**config.mk**
```make
export PLATFORM = sky130hd
export DESIGN_NAME = pulse_compression_controller_flat
export DESIGN_NICKNAME = d
export VERILOG_FILES = /design/src/rtl/pulse_compression_controller_if.sv /design/src/rtl/pulse_compression_controller.sv /design/src/flat_wrapper.sv
export SDC_FILE = /design/constraint.sdc
export NUM_CORES = 1
export LEC_CHECK = 0
export ABC_AREA = 1
export BUFFER_PORTS_ARGS = -buffer_cell sky130_fd_sc_hd__buf_2
export CORE_MARGIN = 2
export CORE_UTILIZATION = 57
export DETAILED_ROUTE_END_ITERATION = 8
export GPL_ROUTABILITY_DRIVEN = 0
export MAX_ROUTING_LAYER = met4
export PLACE_DENSITY = 0.79
export SLEW_MARGIN = 25
export SYNTH_ARGS = -nofsm -noshare
export SYNTH_HDL_FRONTEND = slang
export SYNTH_SLANG_ARGS = --single-unit
```
**constraint.sdc**
```tcl
create_clock -name clock -period 2.2 [get_ports clock]
set_input_delay 0.33 -clock clock [delete_from_list [all_inputs] [get_ports clock]]
set_output_delay 0.33 -clock clock [all_outputs]
set_load 0.005 [all_outputs]
```
**src/rtl/pulse_compression_controller_if.sv**
```systemverilog
// Control and reader-handshake bundle for the pulse compression sequencer.
// The slave modport is the sequencer side; master is the host/reader side.
interface pulse_compression_controller_if #(
  parameter int unsigned CNT_WIDTH = 20
);
  logic                 start;
  logic                 abort;
  logic                 coeffFinishedFlag;
  logic                 dataFinishedFlag;
  logic                 coeffEnable;
  logic                 dataEnable;
  logic                 coeffValid;
  logic                 dataValid;
  logic [CNT_WIDTH-1:0] dataIndex;
  logic                 filterEnable;
  logic                 busy;
  logic                 done;
  logic                 error;

  modport slave (
    input  start, abort, coeffFinishedFlag, dataFinishedFlag,
    output coeffEnable, dataEnable, coeffValid, dataValid, dataIndex,
           filterEnable, busy, done, error
  );

  modport master (
    output start, abort, coeffFinishedFlag, dataFinishedFlag,
    input  coeffEnable, dataEnable, coeffValid, dataValid, dataIndex,
           filterEnable, busy, done, error
  );
endinterface

```
**src/rtl/pulse_compression_controller.sv**
```systemverilog
// Sequencer for the matched-filter chain: loads FIR coefficients, streams samples,
// drains the pipeline, and cross-checks each reader's finished flag against its word count.
module pulse_compression_controller #(
  parameter int unsigned COEFF_LENGTH   = 800,
  parameter int unsigned DATA_LENGTH    = 1600,
  parameter int unsigned FILTER_LATENCY = 16,
  parameter int unsigned FLAG_TIMEOUT   = 4,
  parameter int unsigned CNT_WIDTH      = 20
) (
  input logic                           clock,
  input logic                           resetN,
  pulse_compression_controller_if.slave bus
);

  typedef enum logic [3:0] {
    S_IDLE,
    S_COEFF_PRIME,
    S_LOAD_COEFF,
    S_CHECK_COEFF,
    S_DATA_PRIME,
    S_STREAM_DATA,
    S_CHECK_DATA,
    S_DRAIN,
    S_DONE,
    S_ERROR
  } state_t;

  localparam logic [CNT_WIDTH-1:0] PRIME_LAST   = CNT_WIDTH'(1);
  localparam logic [CNT_WIDTH-1:0] COEFF_LAST   = CNT_WIDTH'(COEFF_LENGTH - 1);
  localparam logic [CNT_WIDTH-1:0] DATA_LAST    = CNT_WIDTH'(DATA_LENGTH - 1);
  localparam logic [CNT_WIDTH-1:0] DRAIN_LAST   = CNT_WIDTH'(FILTER_LATENCY - 1);
  localparam logic [CNT_WIDTH-1:0] TIMEOUT_LAST = CNT_WIDTH'(FLAG_TIMEOUT - 1);

  state_t               state_q, state_d;
  logic [CNT_WIDTH-1:0] cnt_q, cnt_d;
  logic [CNT_WIDTH-1:0] data_index_q, data_index_d;
  logic                 coeff_en_q, coeff_en_d;
  logic                 data_en_q, data_en_d;
  logic                 coeff_valid_q, coeff_valid_d;
  logic                 data_valid_q, data_valid_d;
  logic                 filter_en_q, filter_en_d;
  logic                 busy_q, busy_d;
  logic                 done_q, done_d;
  logic                 error_q, error_d;
  logic                 to_error;

  // Outputs are computed for the state being entered so every one of them is a flop.
  always_comb begin
    state_d       = state_q;
    cnt_d         = cnt_q + CNT_WIDTH'(1);
    data_index_d  = '0;
    coeff_en_d    = coeff_en_q;
    data_en_d     = data_en_q;
    coeff_valid_d = 1'b0;
    data_valid_d  = 1'b0;
    filter_en_d   = filter_en_q;
    done_d        = 1'b0;
    error_d       = error_q;
    to_error      = 1'b0;

    case (state_q)
      S_IDLE: begin
        cnt_d = '0;
        if (bus.start && !bus.abort) begin
          if (bus.coeffFinishedFlag || bus.dataFinishedFlag) begin
            to_error = 1'b1;
          end else begin
            state_d    = S_COEFF_PRIME;
            coeff_en_d = 1'b1;
          end
        end
      end
      S_COEFF_PRIME: begin
        if (cnt_q == PRIME_LAST) begin
          state_d       = S_LOAD_COEFF;
          cnt_d         = '0;
          coeff_valid_d = 1'b1;
        end
      end
      S_LOAD_COEFF: begin
        coeff_valid_d = 1'b1;
        // The flag must rise only after the final word, so any sighting here is a count mismatch.
        if (bus.coeffFinishedFlag) begin
          to_error = 1'b1;
        end else if (cnt_q == COEFF_LAST) begin
          state_d       = S_CHECK_COEFF;
          cnt_d         = '0;
          coeff_valid_d = 1'b0;
        end
      end
      S_CHECK_COEFF: begin
        if (bus.coeffFinishedFlag) begin
          state_d     = S_DATA_PRIME;
          cnt_d       = '0;
          coeff_en_d  = 1'b0;
          data_en_d   = 1'b1;
          filter_en_d = 1'b1;
        end else if (cnt_q == TIMEOUT_LAST) begin
          to_error = 1'b1;
        end
      end
      S_DATA_PRIME: begin
        if (cnt_q == PRIME_LAST) begin
          state_d      = S_STREAM_DATA;
          cnt_d        = '0;
          data_valid_d = 1'b1;
        end
      end
      S_STREAM_DATA: begin
        data_valid_d = 1'b1;
        data_index_d = cnt_q + CNT_WIDTH'(1);
        if (bus.dataFinishedFlag) begin
          to_error = 1'b1;
        end else if (cnt_q == DATA_LAST) begin
          state_d      = S_CHECK_DATA;
          cnt_d        = '0;
          data_valid_d = 1'b0;
          data_index_d = '0;
        end
      end
      S_CHECK_DATA: begin
        if (bus.dataFinishedFlag) begin
          state_d   = S_DRAIN;
          cnt_d     = '0;
          data_en_d = 1'b0;
        end else if (cnt_q == TIMEOUT_LAST) begin
          to_error = 1'b1;
        end
      end
      S_DRAIN: begin
        if (cnt_q == DRAIN_LAST) begin
          state_d     = S_DONE;
          cnt_d       = '0;
          filter_en_d = 1'b0;
          done_d      = 1'b1;
        end
      end
      S_DONE: begin
        state_d = S_IDLE;
        cnt_d   = '0;
      end
      S_ERROR: begin
        cnt_d = '0;
      end
      default: begin
        state_d = S_IDLE;
        cnt_d   = '0;
      end
    endcase

    if (to_error) begin
      state_d       = S_ERROR;
      cnt_d         = '0;
      coeff_en_d    = 1'b0;
      data_en_d     = 1'b0;
      coeff_valid_d = 1'b0;
      data_valid_d  = 1'b0;
      data_index_d  = '0;
      filter_en_d   = 1'b0;
      error_d       = 1'b1;
    end

    // Abort overrides every transition above, including a fault detected in the same cycle.
    if (bus.abort && state_q != S_IDLE && state_q != S_ERROR) begin
      state_d       = S_IDLE;
      cnt_d         = '0;
      coeff_en_d    = 1'b0;
      data_en_d     = 1'b0;
      coeff_valid_d = 1'b0;
      data_valid_d  = 1'b0;
      data_index_d  = '0;
      filter_en_d   = 1'b0;
      done_d        = 1'b0;
      error_d       = error_q;
    end

    busy_d = (state_d != S_IDLE) && (state_d != S_ERROR);
  end

  always_ff @(posedge clock or negedge resetN) begin
    if (!resetN) begin
      state_q       <= S_IDLE;
      cnt_q         <= '0;
      data_index_q  <= '0;
      coeff_en_q    <= 1'b0;
      data_en_q     <= 1'b0;
      coeff_valid_q <= 1'b0;
      data_valid_q  <= 1'b0;
      filter_en_q   <= 1'b0;
      busy_q        <= 1'b0;
      done_q        <= 1'b0;
      error_q       <= 1'b0;
    end else begin
      state_q       <= state_d;
      cnt_q         <= cnt_d;
      data_index_q  <= data_index_d;
      coeff_en_q    <= coeff_en_d;
      data_en_q     <= data_en_d;
      coeff_valid_q <= coeff_valid_d;
      data_valid_q  <= data_valid_d;
      filter_en_q   <= filter_en_d;
      busy_q        <= busy_d;
      done_q        <= done_d;
      error_q       <= error_d;
    end
  end

  assign bus.coeffEnable  = coeff_en_q;
  assign bus.dataEnable   = data_en_q;
  assign bus.coeffValid   = coeff_valid_q;
  assign bus.dataValid    = data_valid_q;
  assign bus.dataIndex    = data_index_q;
  assign bus.filterEnable = filter_en_q;
  assign bus.busy         = busy_q;
  assign bus.done         = done_q;
  assign bus.error        = error_q;

endmodule

```
**src/flat_wrapper.sv**
```systemverilog
// flat-port wrapper written by rule: the top's interface ports become plain ports
module pulse_compression_controller_flat 
#(
  parameter int unsigned COEFF_LENGTH   = 800,
  parameter int unsigned DATA_LENGTH    = 1600,
  parameter int unsigned FILTER_LATENCY = 16,
  parameter int unsigned FLAG_TIMEOUT   = 4,
  parameter int unsigned CNT_WIDTH      = 20
)
  (clock, resetN, bus_start, bus_abort, bus_coeffFinishedFlag, bus_dataFinishedFlag, bus_coeffEnable, bus_dataEnable, bus_coeffValid, bus_dataValid, bus_dataIndex, bus_filterEnable, bus_busy, bus_done, bus_error);
  pulse_compression_controller_if #(.CNT_WIDTH(CNT_WIDTH)) bus_i ();
  input logic clock;
  input logic resetN;
  input wire logic [$bits(bus_i.start)-1:0] bus_start;
  input wire logic [$bits(bus_i.abort)-1:0] bus_abort;
  input wire logic [$bits(bus_i.coeffFinishedFlag)-1:0] bus_coeffFinishedFlag;
  input wire logic [$bits(bus_i.dataFinishedFlag)-1:0] bus_dataFinishedFlag;
  output wire logic [$bits(bus_i.coeffEnable)-1:0] bus_coeffEnable;
  output wire logic [$bits(bus_i.dataEnable)-1:0] bus_dataEnable;
  output wire logic [$bits(bus_i.coeffValid)-1:0] bus_coeffValid;
  output wire logic [$bits(bus_i.dataValid)-1:0] bus_dataValid;
  output wire logic [$bits(bus_i.dataIndex)-1:0] bus_dataIndex;
  output wire logic [$bits(bus_i.filterEnable)-1:0] bus_filterEnable;
  output wire logic [$bits(bus_i.busy)-1:0] bus_busy;
  output wire logic [$bits(bus_i.done)-1:0] bus_done;
  output wire logic [$bits(bus_i.error)-1:0] bus_error;
  assign bus_i.start = bus_start;
  assign bus_i.abort = bus_abort;
  assign bus_i.coeffFinishedFlag = bus_coeffFinishedFlag;
  assign bus_i.dataFinishedFlag = bus_dataFinishedFlag;
  assign bus_coeffEnable = bus_i.coeffEnable;
  assign bus_dataEnable = bus_i.dataEnable;
  assign bus_coeffValid = bus_i.coeffValid;
  assign bus_dataValid = bus_i.dataValid;
  assign bus_dataIndex = bus_i.dataIndex;
  assign bus_filterEnable = bus_i.filterEnable;
  assign bus_busy = bus_i.busy;
  assign bus_done = bus_i.done;
  assign bus_error = bus_i.error;
  pulse_compression_controller #(.COEFF_LENGTH(COEFF_LENGTH), .DATA_LENGTH(DATA_LENGTH), .FILTER_LATENCY(FILTER_LATENCY), .FLAG_TIMEOUT(FLAG_TIMEOUT), .CNT_WIDTH(CNT_WIDTH)) u_core (.clock(clock), .resetN(resetN), .bus(bus_i));
endmodule
```
### Word level (Yosys, flattened, before mapping)

Index checks and enable logic that the tools add are counted.

* register bits after elaboration: 52
* bits in latches: 0
* memory bits (writable): 0
* ROM bits: 0
* bits of input ports: 6
* memories: 0

* add/sub/neg operators: 1
* multiply operators: 0
* div/mod/pow operators: 0
* magnitude comparators: 0
* eq/ne operators: 20
* shifts and indexed selects: 0
* mux-type cells: 65
* bitwise logic cells: 1
* reduce and logical (&&, ||, !) cells: 17

Operators by type and width (count)
* 20-bit 2-to-1 mux: 13
* 20-bit one-hot mux with 6 select lines: 1
* 4-bit 2-to-1 mux: 13
* 4-bit one-hot mux with 9 select lines: 1
* 1-bit 2-to-1 mux: 31
* 20-bit by 1-bit adder with 20-bit output, second input constant: 1
* 20-bit by 1-bit == test with 1-bit output, second input constant: 1
* 20-bit by 10-bit == test with 1-bit output, second input constant: 1
* 20-bit by 11-bit == test with 1-bit output, second input constant: 1
* 20-bit by 2-bit == test with 1-bit output, second input constant: 1
* 20-bit by 4-bit == test with 1-bit output, second input constant: 1
* 4-bit nonzero test: 5
* 4-bit by 3-bit == test with 1-bit output, second input constant: 4
* 1-bit one-hot mux with 2 select lines: 5
* 4-bit by 2-bit == test with 1-bit output, second input constant: 2
* 4-bit by 1-bit != test with 1-bit output, second input constant: 2
* 4-bit by 2-bit != test with 1-bit output, second input constant: 2
* 4-bit != test, second input constant: 2
* 3-bit AND reduction: 2
* 1-bit one-hot mux with 5 select lines: 1
* 4-bit by 1-bit == test with 1-bit output, second input constant: 1
* 4-bit == test, second input constant: 1
* 1-bit logical AND: 4
* 4-bit logical NOT: 1
* 7 further kinds: 7

### Longest topological paths before layout

Gate-level depths: netlist (run 1).

* word-level depth: 8
* gate-level depth with buffers: 13
* depth with buffers taken out: 12

### Least setup slack after synthesis (run 1)

Ideal clock, no wire load.

* kind: flip-flop to flip-flop
* start: register u_core.cnt_q[0]
* end: register u_core.cnt_q[12]
* library setup time: 0.124 ns
* arrival time: 1.552 ns
* slack: 0.525 ns
* stages on the path, launching flop included: 10
* buffers on the path: 1
* clock period less this slack: 1.675 ns
* cells stage by stage: dfrtp_1 -> ha_1 -> nand3_1 -> nor2_1 -> nand3_1 -> nand2_1 -> nand4_1 -> nand2_2 -> buf_6 -> nor2_2

* word-level cells in the longest chain between the ends: 6
* elaborated cells on any way between the ends: 21
* classes of those cells: add/sub (1); eq/ne (5); mux (15)

Ends and longest elaborated chain
* start, declared: line pulse_compression_controller.sv:35 `logic [CNT_WIDTH-1:0] cnt_q, cnt_d;`
* start signal, assigned: line pulse_compression_controller.sv:195 `cnt_q <= cnt_d;`
* 20-bit by 1-bit adder with 20-bit output (tied with other cells): line pulse_compression_controller.sv:50 `cnt_d = cnt_q + CNT_WIDTH'(1);`
* 20-bit 2-to-1 mux (tied with other cells): line pulse_compression_controller.sv:114 `end else if (cnt_q == DATA_LAST) begin`
* 20-bit 2-to-1 mux (tied with other cells): line pulse_compression_controller.sv:112 `if (bus.dataFinishedFlag) begin`
* 20-bit one-hot mux with 6 select lines or 1-bit one-hot mux with 5 select lines (tied branches): line pulse_compression_controller.sv:61 `case (state_q)`
* 20-bit 2-to-1 mux *: line pulse_compression_controller.sv:151 `if (to_error) begin`
* 20-bit 2-to-1 mux *: line pulse_compression_controller.sv:164 `if (bus.abort && state_q != S_IDLE && state_q != S_ERROR) begin`
* named net u_core.cnt_d[12]: line pulse_compression_controller.sv:35

Mark *: on every way through the listed nets, which the timed path passes. The rest lies on a longest branch.
A chain may end at the register's enable or synchronous reset.

### Worst setup path in the final report (run 1)

* start: register u_core.cnt_q[0]
* end: register u_core.cnt_q[0]

Same word-level chain as after synthesis.

==> results.md, run 1 <==
* Port-buffer cells at 33
* Final Hold Fails at 0
* Die ar. at 5330 um2
* Cell taking the most area after synthesis: dfrtp_1
* Starting Density at 0.583
* F_max at 515 MHz
* CTS max path bufs at 2
* Nets at 365
* Cell repeated most along the worst path: nand3_1
* Clock sinks at 52
* Number of synthesized flops with an enable pin at 0
* CTS tree: yes
* Clk Latency, worst-skew pair at 0.30 ns
* Die height at 73.0 um
* Ranking of synthesized cells by area: dfrtp_1, nand2_1, nor2_1
* FF-to-FF path depth at 9
* Yosys warning total at 0
* Hold Crit Class: in -> async
* VDD IR max at 0.360 mV
* Pwr/cell area at 706 nW/um2
* Hold buffer count at cts at 0
* Origin of the critical flop-to-flop path: u_core.cnt_q[0]
* R2r endpoint: u_core.cnt_q[0]
* Vias in the first global route at 1962
* Global-route usage over all layers at 0.220
* Most frequent cell after synthesis: nand2_1
* First-pass DRT Iterations at 4
* Crit start category: register
* Num CTS Buffers at 5
* Period minus WS final at 1.94 ns
* Slew Viols, Final at 0
* Filler-free cell count of the finished design at 412
* Most frequent cells after synthesis: nand2_1, nor2_1, dfrtp_1
* Final ANT Viol Nets at 0
* Vias per inst at 5.08
* CP required at 2.39 ns
* Mapped Area at 2720 um2
* Synth-to-Final Area Change at 11.3%
* Cts repair resizes at 0
* Reg2reg setup slack at 0.26 ns
* Gr ovfl total at 0
* Flop and latch count out of synthesis at 52
* Dpl ws at 0.288 ns
* Final Worst Setup Slack at 0.259 ns
* Clock H-tree levels at 2
* Syn Inst Count at 319
* Final setup violation count at 0
* DR DRC count at 0
* Io pins at 34
* First-pass GRT wire length at 8.85 mm
* Fin crit share at 0.882
* Yosys top cell area share at 0.479
* HPWL Detailed at 3.89 mm
* RSZ-0062 raised after global routing: no
* Max stage delay on crit path at 0.44 ns
* Seq/Total Area, Yosys at 0.479
* Instance count on the critical path at 9
* Final wirelength at 5.05 mm
* Critical Path Sink Type: register
* CP cell instances: ha_1, nand3_1, inv_1, nand3_1, nand2_1, nand4_1, nand2_2, buf_12, nor2_2
* Worst Path Buf+Inv at 2
* Netlist cell types at 27
* Net count after synthesis at 327
* Placeable core area at 4660 um2
* Slowest CP cell: dfrtp_1
* DR WL/cell at 12.2 um
* Total Neg Setup Slack at 0 ns
* Slew @ Worst Pin at 0.608 ns
* Clk_skew at 0.00531 ns
* Initial antenna violation count at 0
* Top FF cell, synth: dfrtp_1
* Total power at 2.13 mW
* Placed Cells at 404
* Ant diodes at 0
* CTS Root Cell: clkbuf_8
* Largest net degree at the start of global routing at 53
* Postcts setup bufs at 0
* Pleak at 1.51 nW
* Clock-pin transition on the worst setup and hold timing paths at 0.09 ns
* MaxCap Viol Count at 0
* Cell area after layout at 3020 um2
* CP Class: reg -> reg
* Chip width at 73.0 um
* Worst EP arrival at 2.13 ns
* Vias at 2093
* Slew headroom at 0.594
* Syn Area/Cell at 8.51 um2
* 1st-iter DRT viols at 157
* Crit Path Max Fanout at 20
* Status: complete, no violations
* Ratio of cells with drive above 1 in the final layout at 0.271
* FFs w/ async S/R, synth at 1.00
* Cell family with most CP delay: simple AND/OR/NAND/NOR gates
* Number of placement rows at 25
* Placed Area at 2930 um2
metrics by stage:
stage | util | hold slack, ns
2_1_floorplan | - | 0.0344
3_3_place_gp | 0.629 | 0.447
3_5_place_dp | 0.629 | 0.454
4_1_cts | 0.648 | 0.146
5_1_grt | 0.648 | 0.189
6_report | 0.648 | 0.126
worst register-to-register path, stage by stage, from the launching register on:
cell and delay (ns):
dfrtp_1 0.44, ha_1 0.27, nand3_1 0.20, inv_1 0.15, nand3_1 0.13, nand2_1 0.16, nand4_1 0.13, nand2_2 0.11
buf_12 0.18, nor2_2 0.06
logic make-up after synthesis:
kind of cell               after synthesis  share of synthesized area
AOI/OAI and AO/OA                       14                     0.0272
xor gates and xnor gates                14                     0.0452
adders and majority gates                2                    0.00922
buffers and inverters                   47                     0.0770
DFF                                     52                      0.479
and+or+nand+nor                        190                      0.362
cells in the final DEF (no fill, tap or decap), types with 7 or more instances in the layout:
cell,Yosys,final
nand2_1,57,57
xor2_1,8,8
nor3_1,7,7
nand3_1,14,14
nand4_1,8,8
inv_1,35,35
dfrtp_1,52,52
buf_2,0,33
nor2_1,54,53
nor2_2,24,25
worst max path at each step:
stage	start	end	slack, ns
final	u_core.cnt_q[0]	u_core.cnt_q[0]	0.26
after global routing	u_core.cnt_q[0]	u_core.state_q[0]	0.06
after CTS	u_core.cnt_q[0]	u_core.cnt_q[0]	0.27
after detailed placement	u_core.cnt_q[0]	u_core.cnt_q[0]	0.29
after global placement	u_core.cnt_q[0]	u_core.state_q[0]	0.37
after floorplan	u_core.cnt_q[0]	u_core.cnt_q[12]	0.52
power breakdown:
group | switching (mW) | internal (mW)
clock | 0.306 | 0.227
combinational | 0.378 | 0.185
sequential | 0.0357 | 1.00
routing by layer:
| layer | vias up | part of all wire | track usage |
|---|---|---|---|
| met5 | - | 0 | - |
| met4 | 0 | 0.011 | 0.0700 |
| met3 | 6 | 0.048 | 0.0401 |
| met2 | 64 | 0.47 | 0.331 |
| met1 | 963 | 0.48 | 0.303 |
| li1 | 1060 | - | - |
area by class of cell:
class / count / area, um2
fill: 391 / 1640
sequential: 52 / 1300
multi-input combinational: 220 / 1210
timing repair buffer: 35 / 193
inverter: 43 / 164
clock buffer: 6 / 72.6
tap: 54 / 67.6
clock inverter: 2 / 16.3
(Power assumes the default switching activity.)
==> inputs of run 2 (changes only) <==
Settings changed: SETUP_SLACK_MARGIN from default to 0.3.
==> run 2 against run 1 <==
Sequential power about the same. Utilization increased by 2.2 points. Cell count increased by 1.2%. Register-to-register slack improved by 0.10 ns. Sequential share of layout area decreased by 1.3 points. Combinational power increased by 7.8%. Final area increased by 3.4%. Via count increased by 3.7%. First-iteration DRC count increased by 15%. Worst setup slack improved by 0.10 ns. Critical path type unchanged. Critical endpoint is now u_core.cnt_q[5]. Highest routed layer unchanged.
==> results.md, run 2 (synthesis results as in run 1) <==
* Vias per inst at 5.20
* Slew @ Worst Pin at 0.609 ns
* Slew Viols, Final at 0
* Port-buffer cells at 33
* First-pass DRT Iterations at 4
* Multi-input logic area at 1250 um2
* Pwr/cell area at 698 nW/um2
* Most frequent cells in the layout: nand2_1, nor2_1, dfrtp_1, inv_1, buf_2
* Final setup violation count at 0
* F_max at 544 MHz
* VDD IR max at 0.401 mV
* DR WL/cell at 13.0 um
* Placeable core area at 4660 um2
* Die height at 73.0 um
* Clk_skew at 0.00656 ns
* Slew headroom at 0.594
* Vias at 2170
* Worst Setup SP: u_core.cnt_q[13]
* Crit start category: register
* CTS max path bufs at 2
* Ratio of cells with drive above 1 in the final layout at 0.306
* Status: complete, no violations
* Largest net degree at the start of global routing at 53
* Clock-pin transition on the worst setup and hold timing paths at 0.09 ns
* Die ar. at 5330 um2
* Pleak at 1.55 nW
* Fillers at 374
* CP Class: reg -> reg
* CP required at 2.40 ns
* Clock H-tree levels at 2
* Critical Path Sink Type: register
* Ant diodes at 0
* HPWL Detailed at 3.89 mm
* Io pins at 34
* CTS tree: yes
* Chip width at 73.0 um
* Final wirelength at 5.44 mm
* FF-to-FF path depth at 9
* R2r endpoint: u_core.cnt_q[5]
* Storage cell area at 1310 um2
* Num CTS Buffers at 5
* Hold Crit Class: in -> async
* Total Neg Setup Slack at 0 ns
* Worst EP arrival at 2.04 ns
* Fin crit share at 0.836
* Period minus WS final at 1.84 ns
* DR DRC count at 0
* Total power at 2.18 mW
* Nets at 370
* Starting Density at 0.583
* Clk Latency, worst-skew pair at 0.30 ns
* Filler-free cell count of the finished design at 417
* Crit Path Max Fanout at 10
* Crit path to: u_core.cnt_q[5]
* Initial antenna violation count at 0
* Reg2reg setup slack at 0.36 ns
* 1st-iter DRT viols at 181
* Synth-to-Final Area Change at 15.1%
* Clock sinks at 52
* Placed Cells at 404
* Final Hold Fails at 0
* Gr ovfl total at 0
* Global-route usage over all layers at 0.221
* Vias in the first global route at 1966
* RSZ-0062 raised after global routing: yes
* Origin of the critical flop-to-flop path: u_core.cnt_q[13]
* Leading cell type in the layout, fill and taps excluded: nand2_1
* CTS Root Cell: clkbuf_8
* Final ANT Viol Nets at 0
* Number of placement rows at 25
* First-pass GRT wire length at 8.87 mm
* MaxCap Viol Count at 0
run 2: cell count changes in the layout (fill, tap and decap cells not counted), moves of 2 or more:
cell     delta
nand3_1     -3
dfrtp_2     +3
nor2_4      +2
buf_4       +4
dfrtp_1     -3
nand3_2     +3
run 2: worst min path at each step:
stage / from / cells past startpoint / to
6_report: resetN / 2 / u_core.bus.dataIndex[13]
5_1_grt: resetN / 2 / u_core.cnt_q[18]
4_1_cts: resetN / 2 / u_core.bus.dataIndex[6]
3_5_place_dp: u_core.bus.error / 2 / u_core.bus.error
3_3_place_gp: u_core.bus.error / 2 / u_core.bus.error
2_1_floorplan: resetN / 0 / u_core.bus.busy
run 2: critical path, stage by stage, from the launching register on:
cell       delay, ns
dfrtp_1         0.44
nor2_1          0.15
nand3_2         0.12
nor2_4          0.18
nand4_1         0.14
a21oi_1         0.18
nand4_1         0.13
nand2_2         0.15
clkbuf_16       0.19
nor2_2          0.04
run 2: stage by stage:
| stage | area, um2 | hold slack [ns] | util | setup slack, ns |
|---|---|---|---|---|
| 2_1_floorplan | 2720 | 0.0344 | - | 0.525 |
| 3_3_place_gp | 2930 | 0.447 | 0.629 | 0.367 |
| 3_5_place_dp | 2930 | 0.454 | 0.629 | 0.288 |
| 4_1_cts | 3030 | 0.146 | 0.650 | 0.382 |
| 5_1_grt | 3130 | 0.189 | 0.671 | 0.263 |
| 6_report | 3130 | 0.120 | 0.671 | 0.361 |
run 2: routing by layer:
layer	global-route usage	share of wire	wire, um
met5	-	0	0
met4	0.0700	0.011	59
met3	0.0401	0.059	320
met2	0.332	0.47	2550
met1	0.304	0.46	2510
run 2: area by class of cell:
cell class / count / area share
Inverter: 43 / 0.0524
Multi-Input combinational cell: 220 / 0.401
Tap cell: 54 / 0.0216
Clock buffer: 6 / 0.0232
Timing Repair Buffer: 40 / 0.0793
Sequential cell: 52 / 0.418
Clock inverter: 2 / 0.00520
run 2: power by group:
group          total, mW  internal, mW  switching [mW]  leakage [nW]
logic              0.607         0.209           0.398         0.792
clock network      0.540         0.227           0.313        0.0414
registers           1.03          1.00          0.0338         0.712
total               2.18          1.44           0.745          1.55
run 2: timing repair:
item	CTS	global route
buffers inserted	1	3
pin swaps	0	2
gates resized for setup	1	12
cloned	0	1
hold buffers	0	0
setup endpoints to repair	21	42
==> inputs of run 3 (changes only) <==
Settings changed: ABC_AREA 1 to 0, CORE_UTILIZATION 57 to 51, PLACE_DENSITY 0.79 to 0.75.
Clock period 2.2 ns to 1.6 ns, I/O delays scaled along.
==> run 3 against run 2 <==
The run now ends with setup timing left. Power grew 97%. Clock power is 48% higher. Critical path depth grew 1. Area after synthesis shrank 6.4%. Worst setup slack got worse by 1.1 ns. Combinational power grew to 3.4 times the previous value.
==> results.md, run 3 <==
* Hold path depth at 3
* F_max at 434 MHz
* Clock H-tree levels at 2
* Global-route usage over all layers at 0.310
* Slew Viols, Final at 0
* Final setup violation count at 51
* First-pass GRT wire length at 12.2 mm
* Starting Density at 0.534
* Clock-pin transition on the worst setup and hold timing paths at 0.09 ns
* Worst Hold End: u_core.bus.done
* Initial antenna violation count at 0
* First-pass DRT Iterations at 5
* Slew headroom at 0.727
* MaxCap Viol Count at 0
* HPWL Detailed at 4.89 mm
* Period minus WS final at 2.31 ns
* Syn Inst Count at 261
* CTS max path bufs at 2
* Reg2reg setup slack at -0.71 ns
* Flop and latch count out of synthesis at 52
* Worst EP arrival at 2.50 ns
* Mapped Area at 2540 um2
* Yosys warning total at 0
* FF-to-FF path depth at 10
* Status: complete, but fails checks
* Final ANT Viol Nets at 0
* 1st-iter DRT viols at 242
* Net count after synthesis at 269
* Final Hold Fails at 0
* DR WL/cell at 19.6 um
* Nets at 390
* Placeable core area at 4750 um2
* Origin of the critical flop-to-flop path: u_core.cnt_q[13]
* Failing checks: setup timing
* Pwr/cell area at 1090 nW/um2
* Port-buffer cells at 33
* VDD IR max at 0.764 mV
* Clock sinks at 52
* HP Start: bus_abort
* Cell taking the most area after synthesis: dfrtp_1
* CTS tree: yes
* R2r endpoint: u_core.cnt_q[15]
* Die ar. at 5560 um2
* Ratio of cells with drive above 1 in the final layout at 0.493
* Ant diodes at 0
* Netlist cell types at 43
* Final wirelength at 8.81 mm
* Slew @ Worst Pin at 0.406 ns
* CP cell instances: nor4_4, nand3_2, buf_4, buf_6, nor4_4, or3_4, a311o_1, buf_6, clkbuf_16, nor2_2
* Chip width at 74.6 um
* Vias in the first global route at 2519
* Most frequent cells after synthesis: dfrtp_1, nor2_1, nor2_2
* Gr ovfl total at 0
* Crit start category: register
* Syn Area/Cell at 9.74 um2
* CTS Root Cell: clkbuf_8
* Top FF cell, synth: dfrtp_1
* Ranking of synthesized cells by area: dfrtp_1, nor2_1, nor2_2
* Slowest CP cell: dfrtp_1
* Most frequent cell after synthesis: dfrtp_1
* Placed Area at 3450 um2
* CP Class: reg -> reg
* Num CTS Buffers at 5
* Leading cell type in the layout, fill and taps excluded: buf_4
* Cell area after layout at 3950 um2
* Clk Latency, worst-skew pair at 0.31 ns
* Die height at 74.6 um
* Vias per inst at 5.88
* Final Worst Setup Slack at -0.705 ns
* Io pins at 34
* Hold Crit Class: in -> reg
* Max stage delay on crit path at 0.43 ns
* DR DRC count at 0
* Total power at 4.29 mW
* Vias at 2644
* Seq/Total Area, Yosys at 0.512
* FFs w/ async S/R, synth at 1.00
* Number of placement rows at 25
* Clk_skew at 0.0130 ns
* Number of synthesized flops with an enable pin at 0
* Largest net degree at the start of global routing at 53
* Pleak at 1.88 nW
* Crit Path Max Fanout at 5
* Synth-to-Final Area Change at 55.3%
* Fin crit share at 1.44
* Yosys top cell area share at 0.512
* Critical Path Sink Type: register
* RSZ-0062 raised after global routing: yes
* Most frequent cells in the layout: buf_4, dfrtp_1, nor2_1, buf_2, nor2_2
* CP required at 1.79 ns
==> run 3: cell count changes after synthesis, sizes merged, moves of 5 or more <==
cell | previous run | this run
and3 | 0 | 6
clkbuf | 0 | 11
nor2 | 83 | 57
nand3 | 20 | 15
a31oi | 0 | 6
nand2 | 67 | 13
inv | 42 | 5
==> run 3: logic make-up after synthesis <==
family,Yosys count,synth area share
AO/OA/AOI/OAI,29,0.0803
XOR/XNOR,19,0.0655
adder cells (fa/ha/maj),2,0.00985
buffers and inverters,21,0.0409
flip-flops,52,0.512
AND/OR/NAND/NOR,138,0.291
==> run 3: final cells by class <==
type | instances | area (um2)
multi-input cells | 188 | 1410
flip-flops and latches | 52 | 1300
repair buffers | 130 | 1030
fillers | 264 | 808
well taps | 67 | 83.8
clock buffers | 6 | 82.6
inverters | 5 | 18.8
clock inverters | 2 | 13.8
==> run 3: per-stage QoR <==
| stage | TNS [ns] | worst slack [ns] | std cells | hold slack (ns) | utilization |
|---|---|---|---|---|---|
| detailed placement | -24.16 | -0.624 | 430 | 0.252 | 0.726 |
| floorplan | -16.32 | -0.581 | 261 | -0.0556 | - |
| global route | -33.15 | -0.760 | 450 | 0.264 | 0.830 |
| finish | -29.59 | -0.705 | 450 | 0.264 | 0.830 |
| CTS | -24.93 | -0.609 | 446 | 0.258 | 0.794 |
| global placement | -20.99 | -0.542 | 430 | 0.249 | 0.726 |
==> run 3: worst max path at each step <==
stage / from / to / slack (ns) / cells after the start
floorplan: u_core.state_q[3] / u_core.cnt_q[19] / -0.58 / 9
global placement: u_core.cnt_q[13] / u_core.cnt_q[19] / -0.54 / 8
detailed placement: u_core.cnt_q[13] / u_core.cnt_q[8] / -0.62 / 8
CTS: u_core.cnt_q[18] / u_core.cnt_q[11] / -0.61 / 9
global route: u_core.cnt_q[13] / u_core.cnt_q[15] / -0.76 / 10
finish: u_core.cnt_q[13] / u_core.cnt_q[15] / -0.71 / 10
==> run 3: timing repair <==
action                     CTS  global route
hold buffers                 1             0
buffers inserted             6             2
setup endpoints to repair   52            52
pin swaps                   10            10
hold endpoints to repair    52             0
cloned                       1             2
gates resized for setup     32            18
==> run 3: critical path: cells and delay by family, from the launching register on <==
family | cells | cell delay [ns]
DFF | 1 | 0.43
and+or+nand+nor | 5 | 0.98
AOI/OAI and AO/OA | 1 | 0.17
buffers and inverters | 4 | 0.60
==> run 3: per-layer routing <==
layer	part of all wire	global-route usage	vias up
met5	0	-	-
met4	0.050	0.159	0
met3	0.068	0.0664	52
met2	0.50	0.502	149
met1	0.38	0.363	1302
li1	-	-	1141
==> run 3: power breakdown <==
group / switching (mW) / leakage, nW / total (mW) / internal (mW)
clock network: 0.443 / 0.0516 / 0.798 / 0.355
registers: 0.0505 / 0.715 / 1.45 / 1.40
logic: 1.04 / 1.12 / 2.04 / 1.00
total: 1.53 / 1.88 / 4.29 / 2.76
